`src/rtl/multicycle_control_pkg.sv`:
```
// rtl/multicycle_control_pkg.sv - opcodes, state encodings and control field codes
package multicycle_control_pkg;

   localparam logic [5:0] OP_RTYPE = 6'b000000;
   localparam logic [5:0] OP_LW    = 6'b100011;
   localparam logic [5:0] OP_SW    = 6'b101011;
   localparam logic [5:0] OP_BEQ   = 6'b000100;
   localparam logic [5:0] OP_J     = 6'b000010;
   localparam logic [5:0] OP_ADDI  = 6'b001000;

   typedef enum logic [3:0] {
      S_FETCH  = 4'd0,
      S_DECODE = 4'd1,
      S_MEMADR = 4'd2,
      S_MEMRD  = 4'd3,
      S_MEMWB  = 4'd4,
      S_MEMWR  = 4'd5,
      S_EXEC   = 4'd6,
      S_RWB    = 4'd7,
      S_BRANCH = 4'd8,
      S_JUMP   = 4'd9,
      S_ADDIEX = 4'd10,
      S_ADDIWB = 4'd11
   } state_t;

   localparam logic [1:0] ALUOP_ADD   = 2'b00;
   localparam logic [1:0] ALUOP_SUB   = 2'b01;
   localparam logic [1:0] ALUOP_FUNCT = 2'b10;

   localparam logic [1:0] SRCB_B        = 2'b00;
   localparam logic [1:0] SRCB_FOUR     = 2'b01;
   localparam logic [1:0] SRCB_IMM      = 2'b10;
   localparam logic [1:0] SRCB_IMM_SHL2 = 2'b11;

   localparam logic [1:0] PCSRC_ALU    = 2'b00;
   localparam logic [1:0] PCSRC_ALUOUT = 2'b01;
   localparam logic [1:0] PCSRC_JUMP   = 2'b10;

endpackage

```
`src/rtl/control_decode.sv`:
```
// rtl/control_decode.sv - combinational state-to-control map of the multicycle FSM
import multicycle_control_pkg::*;

module control_decode (
   input  state_t     state,
   output logic       PCWriteCond,
   output logic       PCWrite,
   output logic       IorD,
   output logic       MemRead,
   output logic       MemWrite,
   output logic       MemtoReg,
   output logic       IRWrite,
   output logic       ALUSrcA,
   output logic       RegWrite,
   output logic       RegDst,
   output logic [1:0] ALUSrcB,
   output logic [1:0] PCSource,
   output logic [1:0] ALUOp
);

   always_comb begin
      PCWriteCond = 1'b0;
      PCWrite     = 1'b0;
      IorD        = 1'b0;
      MemRead     = 1'b0;
      MemWrite    = 1'b0;
      MemtoReg    = 1'b0;
      IRWrite     = 1'b0;
      ALUSrcA     = 1'b0;
      RegWrite    = 1'b0;
      RegDst      = 1'b0;
      ALUSrcB     = SRCB_B;
      PCSource    = PCSRC_ALU;
      ALUOp       = ALUOP_ADD;
      case (state)
         S_FETCH: begin
            MemRead = 1'b1;
            IRWrite = 1'b1;
            PCWrite = 1'b1;
            ALUSrcB = SRCB_FOUR;
         end
         S_DECODE: ALUSrcB = SRCB_IMM_SHL2;
         S_MEMADR: begin
            ALUSrcA = 1'b1;
            ALUSrcB = SRCB_IMM;
         end
         S_MEMRD: begin
            MemRead = 1'b1;
            IorD    = 1'b1;
         end
         S_MEMWB: begin
            RegWrite = 1'b1;
            MemtoReg = 1'b1;
         end
         S_MEMWR: begin
            MemWrite = 1'b1;
            IorD     = 1'b1;
         end
         S_EXEC: begin
            ALUSrcA = 1'b1;
            ALUOp   = ALUOP_FUNCT;
         end
         S_RWB: begin
            RegWrite = 1'b1;
            RegDst   = 1'b1;
         end
         S_BRANCH: begin
            ALUSrcA     = 1'b1;
            PCWriteCond = 1'b1;
            ALUOp       = ALUOP_SUB;
            PCSource    = PCSRC_ALUOUT;
         end
         S_JUMP: begin
            PCWrite  = 1'b1;
            PCSource = PCSRC_JUMP;
         end
         S_ADDIEX: begin
            ALUSrcA = 1'b1;
            ALUSrcB = SRCB_IMM;
         end
         S_ADDIWB: RegWrite = 1'b1;
         // Unreachable encodings keep every strobe low.
         default: ;
      endcase
   end

endmodule

```
`src/rtl/multicycle_control.sv`:
```
// rtl/multicycle_control.sv - Moore FSM sequencing a multicycle MIPS-subset datapath
import multicycle_control_pkg::*;

module multicycle_control (
   input  logic       clk,
   input  logic       reset,
   input  logic [5:0] Opcode,
   output logic       PCWriteCond,
   output logic       PCWrite,
   output logic       IorD,
   output logic       MemRead,
   output logic       MemWrite,
   output logic       MemtoReg,
   output logic       IRWrite,
   output logic       ALUSrcA,
   output logic       RegWrite,
   output logic       RegDst,
   output logic [1:0] ALUSrcB,
   output logic [1:0] PCSource,
   output logic [1:0] ALUOp,
   output logic       IllegalOp,
   output logic [3:0] State
);

   state_t state, state_next;

   always_ff @(posedge clk or negedge reset) begin
      if (!reset) state <= S_FETCH;
      else        state <= state_next;
   end

   // Opcode is only consulted in DECODE and MEMADR; elsewhere it is don't-care.
   always_comb begin
      state_next = S_FETCH;
      IllegalOp  = 1'b0;
      case (state)
         S_FETCH: state_next = S_DECODE;
         S_DECODE: begin
            case (Opcode)
               OP_LW, OP_SW: state_next = S_MEMADR;
               OP_RTYPE:     state_next = S_EXEC;
               OP_BEQ:       state_next = S_BRANCH;
               OP_J:         state_next = S_JUMP;
               OP_ADDI:      state_next = S_ADDIEX;
               default: begin
                  IllegalOp  = 1'b1;
                  state_next = S_FETCH;
               end
            endcase
         end
         S_MEMADR: state_next = (Opcode == OP_SW) ? S_MEMWR : S_MEMRD;
         S_MEMRD:  state_next = S_MEMWB;
         S_EXEC:   state_next = S_RWB;
         S_ADDIEX: state_next = S_ADDIWB;
         default:  state_next = S_FETCH;
      endcase
   end

   assign State = state;

   control_decode u_decode (
      .state       (state),
      .PCWriteCond (PCWriteCond),
      .PCWrite     (PCWrite),
      .IorD        (IorD),
      .MemRead     (MemRead),
      .MemWrite    (MemWrite),
      .MemtoReg    (MemtoReg),
      .IRWrite     (IRWrite),
      .ALUSrcA     (ALUSrcA),
      .RegWrite    (RegWrite),
      .RegDst      (RegDst),
      .ALUSrcB     (ALUSrcB),
      .PCSource    (PCSource),
      .ALUOp       (ALUOp)
   );

endmodule

```
`config.mk`:
```
export PLATFORM = sky130hd
export DESIGN_NAME = multicycle_control
export DESIGN_NICKNAME = d
export VERILOG_FILES = /design/src/rtl/multicycle_control_pkg.sv /design/src/rtl/control_decode.sv /design/src/rtl/multicycle_control.sv
export SDC_FILE = /design/constraint.sdc
export NUM_CORES = 1
export LEC_CHECK = 0
export ABC_AREA = 1
export CAP_MARGIN = 20
export CELL_PAD_IN_SITES_DETAIL_PLACEMENT = 0
export CELL_PAD_IN_SITES_GLOBAL_PLACEMENT = 2
export CORE_ASPECT_RATIO = 1.75
export CORE_MARGIN = 2
export CORE_UTILIZATION = 14
export DETAILED_ROUTE_END_ITERATION = 10
export PLACE_DENSITY_LB_ADDON = 0.15
export SYNTH_ARGS = -nofsm -noshare
export SYNTH_HDL_FRONTEND = slang
export SYNTH_SLANG_ARGS = --single-unit
```
`constraint.sdc`:
```
create_clock -name clk -period 1.15 [get_ports clk]
set_input_delay 0.345 -clock clk [delete_from_list [all_inputs] [get_ports clk]]
set_output_delay 0.345 -clock clk [all_outputs]
set_load 0.005 [all_outputs]
```
==> results.cfg, run 1 <==
[yosys]
synth_compound_gate_area_share_pct = 8.38
yosys.area.top_type = dfrtp_1
synth_area_leaders = dfrtp_1, nand2_1, inv_1
synth-simple-area-share_pct = 53.4
synthAdderAreaFrac_pct = 0
synth_warnings = 0
synth_top_area_share_pct = 20.9
synth_seq_cells = 4
synth_top_family_by_area = simple AND/OR/NAND/NOR gates
syn-mean-instance-area_sq_um = 5.62
syn_area_sq_um = 478
ys_types = 19
synth_mux_area_share_pct = 0
syn-num-nets = 93
syn-instance-count = 85
ys_seq_area_share_pct = 20.9
synthXorXnorAreaFrac_pct = 0

[routing]
via_per_inst = 3.82
ant_nets = 0
drt_wl_total_um = 2140
drt_iter0_markers = 4
vias = 806
drcViolationCount = 0
wl_per_cell_um = 10.2
firstDrtPassIters = 3

[timing]
hold_viol = 0
setup_viol = 25
worst_slack_ps = -534
min_period_ps = 1680
maxSlewHeadroom_pct = 88.0
fmax_mhz = 594
period_share_pct = 146
drv_slew = 0
rsz0062_at_grt = true
max_slew.worst_pin.slew_ps = 180
hold_ws_ps = 331
skew_ps = 3.47

[setup_path]
critPathBufInv = 4
crit_chain = buf_6 -> nor2_4 -> buf_6 -> inv_4 -> a22oi_2 -> buf_2
crit_path_frequent_cell = buf_6
worstSetupPathType = flop to output port
cp-start-kind = flop
cp_max_fo = 3
worst_path_max_delay_cell = dfrtp_1
worstPathArrival_ps = 1340
cp.required_ps = 810
slowest_delay_ps = 390
end_kind = output port
crit_family = buffers and inverters

[placed_design]
placed_area_sq_um = 1010
dp_hpwl_um = 1510
gp_congestion = 0.711
port_buffers = 28
dp_cells = 180

[floorplanning]
die-width_um = 48.2
die_area_sq_um = 3920
start_util_pct = 14.4
core_sq_um = 3330
row_count = 28
die_y_um = 81.3
num_io_pins = 29

[clocking]
insertion_delay_ps = 220
cts_tree = yes
cts_root_buffer = clkbuf_8
hold_buffers = 0
htreeDepth = 1
clockBufferDepth = 2
clock_sinks = 4
cts.clk_slew.worst_paths_ps = 30
numCtsBuffers = 3

[power_and_ir_drop]
power_mw = 2.28
ir_drop_mv = 0.688
p_per_area_nw_per_um2 = 1630
leakage_nw = 0.786

[cells_and_area]
final_area_sq_um = 1400
seq_area_sq_um = 103
largest_register_ffs = 4
areaGrowthSynthToFinish_pct = 193
num_antenna_cells = 0
nNetsFinal = 175
multi_input_area_sq_um = 452
mostFrequentLayoutCell = buf_6
drive_gt1_share_pct = 77.1
fin_cells = 211
utilization_pct = 42.1
layout_common_cells = buf_6, buf_4, buf_2, inv_2
n_fill_cell = 357

[run_status]
status = complete, but fails checks
violations = setup timing

[grt]
antenna_found_initial = 0
grt_pass1_vias = 827
track_usage_pct = 12.9
grt-ovfl-total = 0
grt_pass1_wl_um = 3530
grt_max_degree = 6

[worst_hold_path]
min_path_type = input pin to async pin

[job]
max-cap-violations = 0
routing by layer:
metal	vias to the layer above	track usage (%)	routed length, um	part of all wire [%]
met1	370	10.6	653	30
met5	-	0	0	0
met2	20	25.8	1420	66
li1	416	-	-	-
met3	0	2.22	71	3.3
met4	0	5.95	0	0
cell families after synthesis:
logic type | Yosys count
simple gates | 53
flops | 4
compound gates | 7
buf+inv | 21
worst reg2reg max path: cells and delay by family, from the launching register on:
family,cells,cell delay (ps)
simple gates,4,380
compound gates,1,40
buf+inv,3,390
flops,1,390
report_power, final:
part           switching [mW]  internal (mW)  total (mW)
clock network          0.0699          0.236       0.306
registers              0.0607          0.176       0.237
logic                   0.713           1.02        1.74
total                   0.844           1.44        2.28
cell usage after synthesis:
cell type / n
nand2_1: 20
inv_1: 17
nor2_1: 17
dfrtp_1: 4
nand3_1: 4
nor2_2: 4
inv_2: 3
a21oi_1: 2
nand2_2: 2
nand3b_1: 2
o21ai_0: 2
a22oi_1: 1
buf_4: 1
nand2_4: 1
nand4_1: 1
nor2_8: 1
o211ai_1: 1
o21ai_1: 1
or2_1: 1
stage by stage:
step / setup WS [ps] / setup TNS (ps)
after global routing: -596 / -10380
after detailed placement: -1040 / -12010
after floorplan: -83.3 / -396
after CTS: -517 / -8450
final: -534 / -8790
after global placement: -1050 / -11900
final timing paths:
kind,startpoint,endpoint,slack (ps),cells past startpoint
worst min-delay path,reset,State[0],330,1
worst min register to register,State[0],State[3],860,5
max in group asynchronous,reset,State[1],640,1
worst max register to register,State[3],State[1],-110,8
min in group clk,Opcode[0],State[0],510,5
worst max-delay path,State[2],RegWrite,-530,6
final cells by class:
class / count / share of cell area, %
inverters: 20 / 5.89
multi-input cells: 60 / 32.2
clock buffers: 4 / 3.21
well taps: 45 / 4.02
flip-flops and latches: 4 / 7.32
repair buffers: 78 / 47.3
timing repair:
item                                   in CTS  in global routing
pin swaps                                  24                 18
setup endpoints to repair                  25                 25
buffers inserted                           25                  7
resized for setup                         163                 15
endpoints found under the hold margin       0                  0
Note: power is estimated with default switching activity, not from simulation.
==> run 2: changes to the inputs <==
--- a/config.mk
+++ b/config.mk
@@ -14,6 +14,7 @@
 export CORE_UTILIZATION = 14
 export DETAILED_ROUTE_END_ITERATION = 10
 export PLACE_DENSITY_LB_ADDON = 0.15
+export SLEW_MARGIN = 20
 export SYNTH_ARGS = -nofsm -noshare
 export SYNTH_HDL_FRONTEND = slang
 export SYNTH_SLANG_ARGS = --single-unit
==> results of run 2 <==
Same layout as run 1: the final DEF is identical, and so are final timing and power.
